## config.mk

```make
export PLATFORM = sky130hd
export DESIGN_NAME = perf_counter_bank
export DESIGN_NICKNAME = d
export VERILOG_FILES = /design/src/rtl/perf_counter_bank.sv
export SDC_FILE = /design/constraint.sdc
export NUM_CORES = 1
export LEC_CHECK = 0
export CAP_MARGIN = 15
export CORE_MARGIN = 8
export CORE_UTILIZATION = 55
export CTS_CLUSTER_SIZE = 24
export DETAILED_ROUTE_END_ITERATION = 10
export PLACE_DENSITY_LB_ADDON = 0.2
export SLEW_MARGIN = 15
export SYNTH_ARGS = -nofsm -noshare
export SYNTH_HDL_FRONTEND = slang
export SYNTH_SLANG_ARGS = --single-unit
```

## constraint.sdc

```tcl
create_clock -name clk -period 2.9 [get_ports clk]
set_clock_uncertainty 0.15 [all_clocks]
set_input_delay 0.58 -clock clk [delete_from_list [all_inputs] [get_ports clk]]
set_output_delay 0.58 -clock clk [all_outputs]
set_load 0.05 [all_outputs]
```

## src/rtl/perf_counter_bank.sv

```systemverilog
// perf_counter_bank
// Performance statistics for the pipelined CPU. It counts cycles, retired
// instructions and NUM_EVT single-bit event channels while in COUNT.
// Counting stops when a halt reaches writeback (DONE) or when the cycle
// watchdog expires (TIMEOUT). Counters saturate instead of wrapping.
// Any counter can be read through a registered select port.
module perf_counter_bank #(
   parameter int NUM_EVT    = 4,
   parameter int CNT_W      = 32,
   parameter int MAX_CYCLES = 100000
) (
   input  logic               clk,
   input  logic               rst_n,
   input  logic               en,
   input  logic               retire,
   input  logic               halt,
   input  logic [NUM_EVT-1:0] evt,
   input  logic               clear,
   input  logic [3:0]         rd_sel,
   output logic [CNT_W-1:0]   rd_data,
   output logic [1:0]         state_o,
   output logic               done,
   output logic               timeout
);

   typedef enum logic [1:0] {
      ST_IDLE    = 2'b00,
      ST_COUNT   = 2'b01,
      ST_DONE    = 2'b10,
      ST_TIMEOUT = 2'b11
   } state_t;

   localparam logic [CNT_W-1:0] CNT_MAX  = {CNT_W{1'b1}};
   localparam logic [CNT_W-1:0] CNT_ZERO = {CNT_W{1'b0}};
   localparam logic [CNT_W-1:0] CNT_ONE  = CNT_W'(1);
   // The watchdog compares the post-increment cycle count against this value.
   localparam logic [CNT_W-1:0] WD_LIMIT = CNT_W'(MAX_CYCLES + 1);

   // Saturating increment: the result holds at all-ones and never wraps.
   function automatic logic [CNT_W-1:0] sat_inc(input logic [CNT_W-1:0] value,
                                                input logic             inc);
      logic [CNT_W-1:0] result;
      if (inc && (value != CNT_MAX)) begin
         result = value + CNT_ONE;
      end else begin
         result = value;
      end
      return result;
   endfunction

   state_t           r_state;
   state_t           w_state_next;
   logic [CNT_W-1:0] r_cyc;
   logic [CNT_W-1:0] r_ins;
   logic [CNT_W-1:0] r_evt [NUM_EVT];
   logic [CNT_W-1:0] w_cyc_next;
   logic [CNT_W-1:0] w_ins_next;
   logic             w_wd_trip;
   logic [CNT_W-1:0] w_rd_mux;
   logic [CNT_W-1:0] r_rd_data;
   logic             r_done;
   logic             r_timeout;

   // Next values of the cycle and instruction counters and the watchdog check.
   always_comb begin
      w_cyc_next = sat_inc(r_cyc, 1'b1);
      // A halt counts as an instruction; retire and halt together still add one.
      w_ins_next = sat_inc(r_ins, retire | halt);
      w_wd_trip  = (w_cyc_next == WD_LIMIT);
   end

   // Next-state logic; clear returns to IDLE from any state, halt beats the watchdog.
   always_comb begin
      w_state_next = r_state;
      if (clear) begin
         w_state_next = ST_IDLE;
      end else begin
         case (r_state)
            ST_IDLE: begin
               if (en) begin
                  w_state_next = ST_COUNT;
               end else begin
                  w_state_next = ST_IDLE;
               end
            end
            ST_COUNT: begin
               if (halt) begin
                  w_state_next = ST_DONE;
               end else if (w_wd_trip) begin
                  w_state_next = ST_TIMEOUT;
               end else begin
                  w_state_next = ST_COUNT;
               end
            end
            ST_DONE:    w_state_next = ST_DONE;
            ST_TIMEOUT: w_state_next = ST_TIMEOUT;
            default:    w_state_next = ST_IDLE;
         endcase
      end
   end

   // State register with synchronous active-low reset.
   always_ff @(posedge clk) begin
      if (!rst_n) begin
         r_state <= ST_IDLE;
      end else begin
         r_state <= w_state_next;
      end
   end

   // Status flags decoded from the next state so they rise with the state entry.
   always_ff @(posedge clk) begin
      if (!rst_n) begin
         r_done    <= 1'b0;
         r_timeout <= 1'b0;
      end else begin
         r_done    <= (w_state_next == ST_DONE);
         r_timeout <= (w_state_next == ST_TIMEOUT);
      end
   end

   // Cycle and instruction counters advance only in COUNT, including the final cycle.
   always_ff @(posedge clk) begin
      if (!rst_n || clear) begin
         r_cyc <= CNT_ZERO;
         r_ins <= CNT_ZERO;
      end else if (r_state == ST_COUNT) begin
         r_cyc <= w_cyc_next;
         r_ins <= w_ins_next;
      end else begin
         r_cyc <= r_cyc;
         r_ins <= r_ins;
      end
   end

   // Event counters, one per channel, each saturating independently.
   always_ff @(posedge clk) begin
      if (!rst_n || clear) begin
         for (int i = 0; i < NUM_EVT; i++) begin
            r_evt[i] <= CNT_ZERO;
         end
      end else if (r_state == ST_COUNT) begin
         for (int i = 0; i < NUM_EVT; i++) begin
            r_evt[i] <= sat_inc(r_evt[i], evt[i]);
         end
      end else begin
         for (int i = 0; i < NUM_EVT; i++) begin
            r_evt[i] <= r_evt[i];
         end
      end
   end

   // Read mux over the current (pre-update) counter values; unmapped indices read zero.
   always_comb begin
      w_rd_mux = CNT_ZERO;
      case (rd_sel)
         4'd0:    w_rd_mux = r_cyc;
         4'd1:    w_rd_mux = r_ins;
         default: begin
            for (int i = 0; i < NUM_EVT; i++) begin
               w_rd_mux = w_rd_mux | (r_evt[i] & {CNT_W{rd_sel == 4'(i + 2)}});
            end
         end
      endcase
   end

   // Registered read data, one cycle after the select is presented.
   always_ff @(posedge clk) begin
      if (!rst_n || clear) begin
         r_rd_data <= CNT_ZERO;
      end else begin
         r_rd_data <= w_rd_mux;
      end
   end

   assign rd_data = r_rd_data;
   assign state_o = r_state;
   assign done    = r_done;
   assign timeout = r_timeout;

endmodule
```

-- Word level (Yosys, flattened, before mapping)
Memories as Yosys holds them, arrays and structs flattened.
Cells that the tools add are included.
- input port bits: 14
- register bits after elaboration: 100
- logic and storage cells: 91
- bits in read-only memories: 0
- memories: 1
- bits in latches: 0
- bits in writable memories: 128
- memory list (name ; depth ; bits a word ; rd ports ; clocked after Yosys merged registers in ; wr ports ; line ; source):
    r_evt ; 4 ; 32 ; 4 ; 0 ; 4 ; 55 ; logic [CNT_W-1:0] r_evt [NUM_EVT];
- multipliers: 0
- magnitude comparators: 0
- bitwise gates (word level): 16
- reductions and logical operators: 10
- $add $sub $neg: 6
- multiplexer cells: 35
- divide/modulo/power cells: 0
- shift-type cells: 0
- eq/ne operators: 17
- operators by type and width (cell ; number):
    32-bit 2-to-1 mux ; 21
    32-bit by 1-bit adder with 32-bit output, second input constant ; 6
    32-bit inequality test, second input constant ; 6
    32-bit bitwise AND ; 4
    32-bit bitwise OR ; 3
    32-bit case mux with 2 select lines ; 1
    32-bit by 17-bit == test with 1-bit output, second input constant ; 1
    1-bit 2-to-1 mux ; 9
    1-bit bitwise OR ; 9
    2-bit == test, second input constant ; 4
    4-bit by 2-bit == test with 1-bit output, second input constant ; 2
    4-bit by 3-bit == test with 1-bit output, second input constant ; 2
    2-bit case mux with 4 select lines ; 1
    2-bit 2-to-1 mux ; 3
    1-bit logical AND ; 5
    4-bit by 1-bit == test with 1-bit output, second input constant ; 1
    4-bit zero test ; 1
    2-bit by 1-bit == test with 1-bit output, second input constant ; 1
    2-bit zero test ; 1
    2-bit AND reduction ; 1
    1-bit zero test ; 1
    1-bit logical OR ; 1

-- Logic depth before layout (Yosys ltp)
- depth after elaboration: 8
- gate-level depth with buffers: 9

-- Worst setup path before layout
Ideal clock, no wire load.
- path type: reg-to-reg
- start point: mem r_evt[3][0]
- end point: mem r_evt[3][0] (enable)
- buffers on the path: 0
- data arrival time: 2.293 ns
- library setup time: 0.478 ns
- required time: 2.272 ns
- path slack: -0.020 ns
- cell stages (with the launch flop): 9
- cell sequence: edfxtp_1 -> ha_1 -> inv_1 -> nor3_1 -> nand2_1 -> nor3_1 -> nand4_1 -> nand3_1 -> nand2_1
- RTL lines (element ; line):
    start: declaration ; 55

-- Worst setup path in the final report
- start point: reg r_cyc[5]
- end point: reg r_timeout, in the netlist timeout
- word-level cells in the longest chain between the ends: 8
- RTL lines (element ; line ; source):
    start: declaration ; 53 ; logic [CNT_W-1:0] r_cyc;
    start signal: assignment ; 128 ; r_cyc <= w_cyc_next;
    start signal: assignment ; 131 ; r_cyc <= r_cyc;
    32-bit by 1-bit adder with 32-bit output or 32-bit inequality test (tied branches) ; 44, 43 ;
    32-bit 2-to-1 mux (*) ; 43 ; if (inc && (value != CNT_MAX)) begin
    32-bit by 17-bit == test with 1-bit output (*) ; 69 ; w_wd_trip = (w_cyc_next == WD_LIMIT);
    2-bit 2-to-1 mux (*) ; 89 ; end else if (w_wd_trip) begin
    2-bit 2-to-1 mux (*) ; 87 ; if (halt) begin
    2-bit case mux with 4 select lines (*) ; 78 ; case (r_state)
    2-bit 2-to-1 mux (*) ; 75 ; if (clear) begin
    2-bit == test (*) ; 118 ; r_timeout <= (w_state_next == ST_TIMEOUT);
    end signal: assignment ; 118 ;
    end: declaration ; 62 ; logic r_timeout;
Mark *: on every way between the ends. The rest lies on a longest branch, timed or not.
A chain may end at the register's enable or synchronous reset.

==> summary.md <==
| Metric | Value |
|---|---|
| Dpl cells | 1581 |
| Highest cell delay on the worst timing path | approximately 0.5 ns |
| Slew Limit Fails | 0 |
| Layout cell share with drive strength beyond 1 | a little under a tenth |
| Setup crit end kind | flip-flop |
| H-tree levels | 1 |
| FF-to-FF setup slack | 0.23 ns |
| Worst-Skew Late Latency | 0.53 ns |
| Primary FF master, synth | edfxtp_1 |
| Die height | 164 µm |
| Antenna fix cells | 0 |
| I/O Pins | 50 |
| Area Growth Syn to Fin | 16.4% |
| Largest cells by area after synthesis | edfxtp_1 (32%), dfxtp_1 (17%), xor2_1 (8.0%) |
| Peak VDD IR | around 460 µV |
| Hold Crit Class | flip-flop to flip-flop |
| Area share of fa/ha/maj cells after synthesis | 0.624% |
| Synth Area in Simple Gates | about a quarter |
| Largest family of logic cells by synthesized area | simple AND/OR/NAND/NOR gates |
| Setup Slack @ Placement | approximately 0.15 ns |
| Highest net fanout along the worst path | 9 |
| CP Cell Sequence | nand3_2 > buf_4 > nor4_4 > nand4_1 > or3_1 > a221oi_1 > nand4_1 > a21boi_1 |
| Pwr dens | 520 mW/mm² |
| Mux cell area share after synthesis | less than 1% |
| Min Tclk post-route | between 2 and 3 ns |
| # hold bufs at CTS | 0 |
| FF+latch count, synth | about 230 |
| Final worst-path cycle share | between 90% and 100% |
| Synth Instances | 1267 |
| WHS | approximately 0.37 ns |
| Commonest non-fill, non-tap cell in the layout | nor2_1 |
| Cell mode on critical path | nand4_1 |
| Final TNS setup | 0 ns |
| Static leakage | 4.49 nW |
| Cts repair resizes | 0 |
| Final antenna-violating net count | 0 |
| XOR/XNOR Fraction of Synth Area | between 10% and 20% |
| Clock transition at the registers of the reported paths | around 0.060 ns |
| Fmax | 374 MHz |
| NumNets Final | 1349 |
| Vias per cell | between 6 and 7 |
| Req. time, crit path | roughly 3.2 ns |
| Most frequent cells in the layout | nor2_1 (216), edfxtp_1 (128), xor2_1 (110), dfxtp_1 (100), a22oi_1 (97) |
| RSZ-0062 raised after global routing | false |
| PortBufs | 49 |
| Critical path class | flip-flop to flip-flop |
| EDFF count, synth | 128 |
| Placement Cell Area | between 0.01 and 0.015 mm² |
| Initial DRC count | around 1000 |
| Die extent in x | 164 µm |
| Area leader, netlist | edfxtp_1 |
| Post-Syn Area | approximately 0.012 mm² |
| Final instance area | roughly 0.014 mm² |
| Slew headroom | 58.8% |
| # setup viols final | 0 |
| Row count | between 50 and 60 |
| Number of max-cap violations | 0 |
| Netlist cell types | 59 |
| CP arrival | ~3 ns |
| Root Driver | clkbuf_16 |
| Routed WL per cell | between 20 and 25 µm |
| First-pass GRT wire length | around 52000 µm |
| Yosys top cell area share | between 30% and 40% |
| Syn. warnings | 0 |
| Vias | about 10000 |
| Clk sink count | about 230 |
| Status | complete, no violations |
| Clock Tree Buf Depth | 3 |
| Compound-Gate Fraction of Synth Area | a little under an eighth |
| Mapped Nets | between 1000 and 1500 |
| Worst-Margin Slew | a little over 0.6 ns |
| Final worst setup slack | approximately 0.23 ns |
| Largest net degree at the start of global routing | between 60 and 70 |
| Final hold viol count | 0 |
| Total die area | between 0.02 and 0.03 mm² |
| Global Route Usage Sum | between 20% and 30% |
| Final HPWL DP | 22800 µm |
| Initial antenna violation count | 0 |
| CTS buffer count | 25 |
| Vias in the first global route | 9273 |
| Drt pass-1 iters | 5 |
| Core box area | 0.0216 mm² |
| Critical-path top delay cell | dfxtp_1 |
| GRT overflow | 0 |
| Nature of the critical path startpoint | flip-flop |
| Non-Filler Instances | roughly 1600 |
| Starting density of the core | a little under three fifths |
| CTS tree | yes |
| Final wirelength | 32600 µm |
| Drc violations | 0 |
| GPL Wtd Cong | 0.898 |
| Setup Buffers After CTS | 0 |
| Syn Area/Cell | between 9 and 10 µm² |
| Post-synth ARST share | 0% |
| Sequential fraction of the synthesis area | just under 50% |
## flip-flops by register name, summed over array words and instances, names as in the netlist
register	cells
state_o	2
rd_data	32
timeout	1
r_ins	32
done	1
r_cyc	32
r_evt	128
## Yosys cell counts (21+ instances only)
library cell and count:
and3_1 33, xnor2_1 61, a21oi_1 24, a22oi_1 97, o21ai_0 21, nand4_1 50, clkbuf_1 51, edfxtp_1 128
or3_1 22, nor2_1 216, nand2_1 91, nand3_1 73, dfxtp_1 100, nor3_1 24, a31oi_1 33, xor2_1 110
## stage by stage
stage | total power, mW | util, %
2_1_floorplan | 3.92 | -
3_3_place_gp | 4.09 | 60.9
3_5_place_dp | 4.10 | 60.9
4_1_cts | 7.30 | 64.7
5_1_grt | 7.48 | 64.7
6_report | 7.27 | 64.7
## report_power, final
part	internal, mW	total (mW)	switching (mW)
registers	3.53	3.68	0.141
logic	0.140	0.365	0.226
clock network	1.90	3.23	1.34
total	5.57	7.27	1.70
## path summary, 6_finish.rpt
path,start,to,cells after the start
hold / removal,state_o[1],timeout,2
setup / recovery,r_cyc[5],timeout,8
hold reg to reg,state_o[1],timeout,2
setup reg to reg,r_cyc[5],timeout,8
## worst max-delay path, delay by kind of cell (launching register included)
family | cells | cell delay (ns)
buffers and inverters | 1 | 0.21
DFF | 1 | 0.50
and+or+nand+nor | 5 | 1.32
AOI/OAI and AO/OA | 2 | 0.42
## cell families (layout without fill, tap and decap cells)
group                    after synthesis  after routing
multiplexers                           2              2
flip-flops                           228            228
AO/OA/AOI/OAI                        199            199
XOR/XNOR                             171            171
buffers and inverters                 86            166
AND/OR/NAND/NOR                      575            575
adder cells (fa/ha/maj)                6              6
## routing by layer
metal	up-vias	share of wire [%]	global-route usage [%]
met2	370	45	37.3
met4	0	4.4	10.2
met3	87	5.7	2.61
met1	4788	45	33.9
li1	4742	-	-
met5	-	0	0
## layout make-up
type,instances,area [µm²]
repair buffers,102,1010
inverters,19,71.3
clock inverters,13,161
flip-flops and latches,228,5850
well taps,280,350
clock buffers,32,662
multi-input cells,953,5890
fillers,1801,7620
No activity file was read; power rests on OpenSTA's default activity.
